### src/rtl/apu_i2s_tx.sv
// apu_i2s_tx: box-filter decimator and I2S master transmitter
// for the APU mixer stream; mono sample duplicated in both slots.
module apu_i2s_tx #(
  parameter int AUDIO_DEPTH = 16,
  parameter int BCLK_LOG2   = 2
) (
  input  logic                   clk,
  input  logic                   rst_n,
  input  logic [AUDIO_DEPTH-1:0] mix,
  input  logic                   enable,
  output logic                   i2s_bclk,
  output logic                   i2s_lrclk,
  output logic                   i2s_sdata,
  output logic                   sample_strobe
);

  localparam int N  = BCLK_LOG2 + 7;
  localparam int AW = AUDIO_DEPTH + N;
  localparam logic [5:0] DW = 6'(AUDIO_DEPTH);

  logic [N-1:0]           cnt_q, cnt_d;
  logic [AW-1:0]          acc_q, acc_d;
  logic [AW-1:0]          sum;
  logic [AUDIO_DEPTH-1:0] avg;
  logic [AUDIO_DEPTH-1:0] sample_q, sample_d;
  logic [AUDIO_DEPTH-1:0] shifted;
  logic                   strobe_q, strobe_d;
  logic                   bclk_q, bclk_d;
  logic                   lrclk_q, lrclk_d;
  logic                   sdata_q, sdata_d;
  logic                   last;
  logic [5:0]             bidx;
  logic [5:0]             pos;

  // Frame counter, accumulate-and-dump averager, signed conversion.
  always_comb begin
    cnt_d    = cnt_q + 1'b1;
    last     = &cnt_q;
    sum      = acc_q + AW'(mix);
    avg      = sum[AW-1:N];
    acc_d    = sum;
    sample_d = sample_q;
    strobe_d = 1'b0;
    if (last) begin
      acc_d    = '0;
      strobe_d = 1'b1;
      sample_d = enable ?
        {~avg[AUDIO_DEPTH-1], avg[AUDIO_DEPTH-2:0]} : '0;
    end
  end

  // Serialiser: bus pins decoded straight from the frame counter.
  always_comb begin
    bidx    = cnt_q[N-1:BCLK_LOG2+1];
    pos     = {1'b0, bidx[4:0]};
    bclk_d  = cnt_q[BCLK_LOG2];
    lrclk_d = bidx[5];
    shifted = sample_q >> (DW - pos);
    sdata_d = 1'b0;
    if (pos != 6'd0 && pos <= DW) begin
      sdata_d = shifted[0];
    end
  end

  // State and registered outputs.
  always_ff @(posedge clk or negedge rst_n) begin
    if (!rst_n) begin
      cnt_q    <= '0;
      acc_q    <= '0;
      sample_q <= '0;
      strobe_q <= 1'b0;
      bclk_q   <= 1'b0;
      lrclk_q  <= 1'b0;
      sdata_q  <= 1'b0;
    end else begin
      cnt_q    <= cnt_d;
      acc_q    <= acc_d;
      sample_q <= sample_d;
      strobe_q <= strobe_d;
      bclk_q   <= bclk_d;
      lrclk_q  <= lrclk_d;
      sdata_q  <= sdata_d;
    end
  end

  assign i2s_bclk      = bclk_q;
  assign i2s_lrclk     = lrclk_q;
  assign i2s_sdata     = sdata_q;
  assign sample_strobe = strobe_q;

endmodule

### config.mk
export PLATFORM = sky130hd
export DESIGN_NAME = apu_i2s_tx
export DESIGN_NICKNAME = d
export VERILOG_FILES = /design/src/rtl/apu_i2s_tx.sv
export SDC_FILE = /design/constraint.sdc
export NUM_CORES = 1
export LEC_CHECK = 0
export CELL_PAD_IN_SITES_DETAIL_PLACEMENT = 0
export CELL_PAD_IN_SITES_GLOBAL_PLACEMENT = 1
export CORE_MARGIN = 4
export CORE_UTILIZATION = 50
export DETAILED_ROUTE_END_ITERATION = 8
export DONT_BUFFER_PORTS = 1
export HOLD_SLACK_MARGIN = 0.06
export PLACE_DENSITY = 0.79
export SLEW_MARGIN = 20
export SYNTH_ARGS = -nofsm -noshare
export SYNTH_HDL_FRONTEND = slang
export SYNTH_SLANG_ARGS = --single-unit
### constraint.sdc
create_clock -name clk -period 3.01 [get_ports clk]
set_input_delay 0.903 -clock clk [delete_from_list [all_inputs] [get_ports clk]]
set_output_delay 0.903 -clock clk [all_outputs]
set_load 0.01 [all_outputs]
==> results of run 1 <==
stage by stage:
step / setup WS, ps / hold WS, ps
floorplan: 151 / 360
finish: 214 / 268
global placement: -62.9 / 370
global route: 36.8 / 252
CTS: 212 / 263
detailed placement: -118 / 377
where the power goes:
part	switching (uW)	internal, uW	total (uW)
registers	116	901	1020
clock network	245	249	494
logic	847	598	1450
Yosys cell counts (3+ instances only):
cell      instances  area, sq um
nor2_1           33          124
a211oi_1          5         37.5
nand4_1           6         37.5
o22ai_1           8         50.1
clkbuf_1         11         41.3
a31oi_1           3         18.8
nand3_1          14         70.1
inv_1            16         60.1
nor2b_1          11         68.8
nand2_1          26         97.6
mux4_2            4         90.1
a21oi_1          27          135
mux2_2            7         78.8
a21o_1            7         52.6
or3_1             5         31.3
xnor2_1          14          123
ha_1             20          250
nor3_1            6         30.0
o21ai_0           9         45.0
dfrtp_1          54         1350
and3_1            7         43.8
xor2_1            9         78.8
buf_1             3         11.3
worst max-delay path by stage:
stage | to | slack (ps) | cells after the start
after floorplan | sample_q[9] | 150 | 8
after global placement | sample_q[13] | -60 | 8
after detailed placement | sample_q[13] | -120 | 8
after CTS | sample_q[13] | 210 | 8
after global routing | sample_q[9] | 40 | 8
final | sample_q[13] | 210 | 8
logic make-up (layout without fill, tap and decap cells):
family	count (synthesis)	after routing	share of synthesized area, %
buffers and inverters	30	33	3.49
AND/OR/NAND/NOR	119	119	18.2
XOR/XNOR	23	23	6.25
flip-flops	54	54	41.9
multiplexers	13	13	5.86
AO/OA/AOI/OAI	79	79	16.0
adder cells (fa/ha/maj)	21	21	8.38
cell usage in the layout, fill, tap and decap left out, types with 2 or more instances in the layout:
master	count
mux2i_1	2
a31oi_1	3
nand4_1	6
o21a_1	2
and3_1	7
nor3_1	6
inv_1	16
o21ai_0	9
o21bai_1	2
mux2_2	7
ha_1	20
clkbuf_8	5
o2111ai_1	2
a211o_1	2
nand2_1	26
or3_1	5
o31ai_1	2
a211oi_1	5
a21o_1	7
nor2_1	33
a41oi_1	2
xor2_1	9
buf_4	9
a21oi_1	27
dfrtp_1	54
nand3_1	14
mux4_2	4
xnor2_1	14
o22ai_1	8
nand2b_1	2
nor2b_1	11
cell type report:
type / instances / area [sq um]
tap: 77 / 96.3
multi-input combinational: 255 / 1760
fill: 599 / 2870
clock buffer: 6 / 72.6
clock inverter: 2 / 37.5
inverter: 16 / 60.1
sequential: 54 / 1350
timing repair buffer: 9 / 67.6
layer usage:
metal	wire length, microns	vias to the layer above	GRT usage, %
li1	-	1222	-
met1	3370	1203	27.6
met2	3280	54	30.7
met3	318	7	4.75
met4	70	0	4.53
met5	0	-	0
state kept, by name, summed over array words and instances, names as in the netlist:
name           cells
acc_q             25
i2s_sdata          1
sample_strobe      1
i2s_lrclk          1
sample_q          16
cnt_q              9
i2s_bclk           1
worst max-delay path, delay by kind of cell:
kind,cells,cell delay (ps)
adders and majority gates,2,600
xor gates and xnor gates,1,210
AOI/OAI and AO/OA,5,1260
==> impl_metrics.yaml, run 1 <==
sta:
  fin_crit_sh_pct: 92.9
  finalSetupTns_ps: 0
  hold_viol: 0
  slew-limit-headroom_pct: 59.7
  max_freq_mhz: 358
  rsz0062_at_grt: "no"
  setup_violations: 0
  worst_slew_pin_slew_ps: 600
  period_needed_ps: 2800
  finClkSkew_ps: 14.1
  slew_violations: 0
cells_and_area:
  fin_cells: 419
  fin_area_sq_mm: 0.00345
  fin_util_pct: 54.6
  drive_gt1_share_pct: 9.06
  n_antenna_cell: 0
  layout.nets: 381
  area_growth_pct: 6.87
pwr:
  total_power_uw: 2960
  power_density_mw_per_mm2: 857
  p_leak_uw: 0.00155
  peakVddDrop_mv: 0.578
synthesis:
  syn_area_sq_mm: 0.00323
  ys.flop_type: "dfrtp_1"
  syn_inst: 339
  ys_warn_count: 0
  synth_seq_area_share_pct: 41.9
  mappedNetlistNets: 379
  postSynthAreaPerCell_sq_um: 9.52
  async_flop_share_pct: 100
  yosysUniqueCellTypes: 49
  synth_edf_count: 0
  synth-seq-cells: 54
worst_setup_path:
  required_ps: 3190
  critical_path_arrival_ps: 2970
  start_kind: "input pin"
  r2r-start: "acc_q[0]"
  endpoint_kind: "flip-flop"
  startpoint: "mix[0]"
  r2r_end: "sample_q[13]"
  r2r_slack_ps: 420
  crit_chain: "ha_1, fa_1, a21o_1, a221oi_2, o31ai_1, a41oi_1, xor2_1, o22ai_1"
  slowest_delay_ps: 420
  cp_max_fo: 4
  r2r_cells: 8
  cp_slowest_cell: "a221oi_2"
  crit_type: "input pin to flip-flop"
cts:
  cts_tree: "yes"
  post_cts_buffers: 0
  clockRootBuffer: "clkbuf_8"
  clk_pin_slew_ps: 110
  cts_max_path_buffers: 2
  cts_max_level: 2
  worst_skew_pair.late_latency_ps: 310
  cts_sinks: 54
  cts_inserted_buffers: 5
  cts-resized-gates: 0
  cts_hold_buf: 0
grt:
  first_global_vias: 2405
  grt_usage_pct: 19.6
  grt_max_degree: 55
  grt-ovfl-total: 0
  grt_pass1_wl_microns: 11900
  antenna_found_initial: 0
die:
  row_count: 29
  die_height_microns: 88.3
  fp.dieW_microns: 88.3
  core_sq_mm: 0.00631
  start_util_pct: 51.1
  pin_count: 23
  die_area_sq_mm: 0.00780
routing:
  antenna_left: 0
  drtIter0Drc: 128
  viasPerCell: 5.93
  drc_errors: 0
  vias: 2486
  drt-total-wl_microns: 7040
  wl_per_cell_microns: 16.8
  drtPass1Iterations: 4
placement:
  gp_congestion: 0.787
  hpwlAfterDp_microns: 5240
  port_buffers: 0
  placed_cells: 411
  placed_area_sq_mm: 0.00334
job:
  drv_cap: 0
outcome:
  status: "complete, no violations"
min_path:
  min_path_type: "input pin to async pin"
No activity file was read; power rests on OpenSTA's default activity.
==> inputs of run 2 (changes only) <==
--- a/config.mk
+++ b/config.mk
@@ -5,12 +5,12 @@
 export SDC_FILE = /design/constraint.sdc
 export NUM_CORES = 1
 export LEC_CHECK = 0
+export BUFFER_PORTS_ARGS = -buffer_cell sky130_fd_sc_hd__buf_4
 export CELL_PAD_IN_SITES_DETAIL_PLACEMENT = 0
 export CELL_PAD_IN_SITES_GLOBAL_PLACEMENT = 1
 export CORE_MARGIN = 4
-export CORE_UTILIZATION = 50
+export CORE_UTILIZATION = 47
 export DETAILED_ROUTE_END_ITERATION = 8
-export DONT_BUFFER_PORTS = 1
 export HOLD_SLACK_MARGIN = 0.06
 export PLACE_DENSITY = 0.79
 export SLEW_MARGIN = 20
==> run 2 against run 1 <==
  * Power up 3.1%
  * Final cell count increased by 8.4%
  * Sequential power is essentially flat
  * Core utilization grew 2.3 points
  * Largest power group unchanged
==> impl_metrics.yaml, run 2 (synthesis results as in run 1) <==
outcome:
  status: "complete, no violations"
die:
  fp.dieW_microns: 90.8
  start_util_pct: 49.7
  pin_count: 23
  core_sq_mm: 0.00649
  row_count: 29
  die_area_sq_mm: 0.00825
  die_height_microns: 90.8
grt:
  grt_pass1_wl_microns: 12700
  grt_usage_pct: 18.6
  antenna_found_initial: 0
  first_global_vias: 2661
  grt-ovfl-total: 0
  grt_max_degree: 55
routing:
  vias: 2584
  viasPerCell: 5.69
  drt-total-wl_microns: 7260
  drtPass1Iterations: 4
  drc_errors: 0
  drtIter0Drc: 103
  antenna_left: 0
  wl_per_cell_microns: 16.0
cells_and_area:
  largest_register: "acc_q"
  drive_gt1_share_pct: 17.8
  layout_common_cells: "dfrtp_1, buf_4, nor2_1"
  layout_commonest_cell: "dfrtp_1"
  area_growth_pct: 14.5
  largest_register_ffs: 25
  fin_area_sq_mm: 0.00369
  n_antenna_cell: 0
  reg_top3: "acc_q (25), sample_q (16), cnt_q (9)"
  layout.nets: 416
cts:
  worst_skew_pair.late_latency_ps: 310
  cts_inserted_buffers: 5
  post_cts_buffers: 0
  cts_sinks: 54
  cts-resized-gates: 0
  clk_pin_slew_ps: 100
  clockRootBuffer: "clkbuf_8"
  cts_max_path_buffers: 2
  cts_max_level: 2
  cts_hold_buf: 0
  cts_tree: "yes"
sta:
  period_needed_ps: 2810
  hold_viol: 0
  fin_crit_sh_pct: 93.3
  worst_slew_pin_slew_ps: 714
  slew-limit-headroom_pct: 52.4
  setup_violations: 0
  slew_violations: 0
  rsz0062_at_grt: "no"
  max_freq_mhz: 356
  finClkSkew_ps: 11.3
placement:
  hpwlAfterDp_microns: 5410
  placed_area_sq_mm: 0.00360
  gp_congestion: 0.821
  port_buffers: 22
worst_setup_path:
  required_ps: 3190
  crit_type: "input pin to flip-flop"
  start_kind: "input pin"
  critical_path_arrival_ps: 2990
  cp_max_fo: 4
  endpoint_kind: "flip-flop"
pwr:
  comb_power_share_pct: 52.4
  peakVddDrop_mv: 0.543
  p_sw_uw: 1280
  p_leak_uw: 0.00172
  seq_power_share_pct: 33.6
  total_power_uw: 3050
  p_int_uw: 1770
  swShare_pct: 42.0
  pwr-share-clk_pct: 14.0
  power_density_mw_per_mm2: 825
job:
  drv_cap: 0
min_path:
  min_path_type: "flip-flop to flip-flop"
-- run 2: cell count changes in the layout (fill, tap and decap cells not counted), sizes merged --
cell / change
bufinv: -1
inv: +1
clkinvlp: +1
clkbuf: -1
buf: +35
-- run 2: worst max-delay path, cell delays in order --
cell	delay, ps
buf_4	110
ha_1	210
fa_1	400
a21o_1	200
a221oi_2	340
o31ai_1	200
a41oi_1	270
xor2_1	220
o22ai_1	130
-- run 2: final timing paths --
| check | from | endpoint | slack [ps] | cells after the start |
|---|---|---|---|---|
| worst min register to register | cnt_q[8] | i2s_lrclk | 390 | 0 |
| max in group asynchronous | rst_n | acc_q[12] | 1900 | 1 |
| min in group asynchronous | rst_n | acc_q[4] | 620 | 1 |
| worst min-delay path | cnt_q[8] | i2s_lrclk | 390 | 0 |
| worst max-delay path | mix[0] | sample_q[13] | 200 | 9 |
| worst max register to register | acc_q[0] | sample_q[13] | 530 | 8 |
-- run 2: power by group through the flow --
stage / clock network [uW] / registers, uW / logic, uW
finish: 426 / 1020 / 1600
global route: 472 / 1050 / 1800
CTS: 439 / 1030 / 1590
detailed placement: 0 / 1040 / 1580
global placement: 0 / 1030 / 1550
floorplan: 0 / 985 / 1120
-- run 2: per-layer routing --
layer	wire [microns]	global-route usage, %
met1	3660	26.7
met2	3250	29.3
met3	243	2.50
met4	96	5.40
met5	0	0
-- run 2: layout make-up --
type / count / area, sq um
Clock buffer: 5 / 68.8
Clock inverter: 3 / 23.8
Fill cell: 601 / 2800
Inverter: 16 / 60.1
Multi-Input combinational cell: 255 / 1760
Sequential cell: 54 / 1350
Tap cell: 77 / 96.3
Timing Repair Buffer: 44 / 330
-- run 2: metrics by stage --
step                std cells  setup WS (ps)  hold slack, ps  TNS (ps)  util, %
finish                    454            202             393         0     56.8
global placement          446          -79.2             367      -363     55.4
global route              454           25.2             419         0     56.8
CTS                       454            196             399         0     56.8
floorplan                 339            151             360         0        -
detailed placement        446           -152             374      -753     55.4
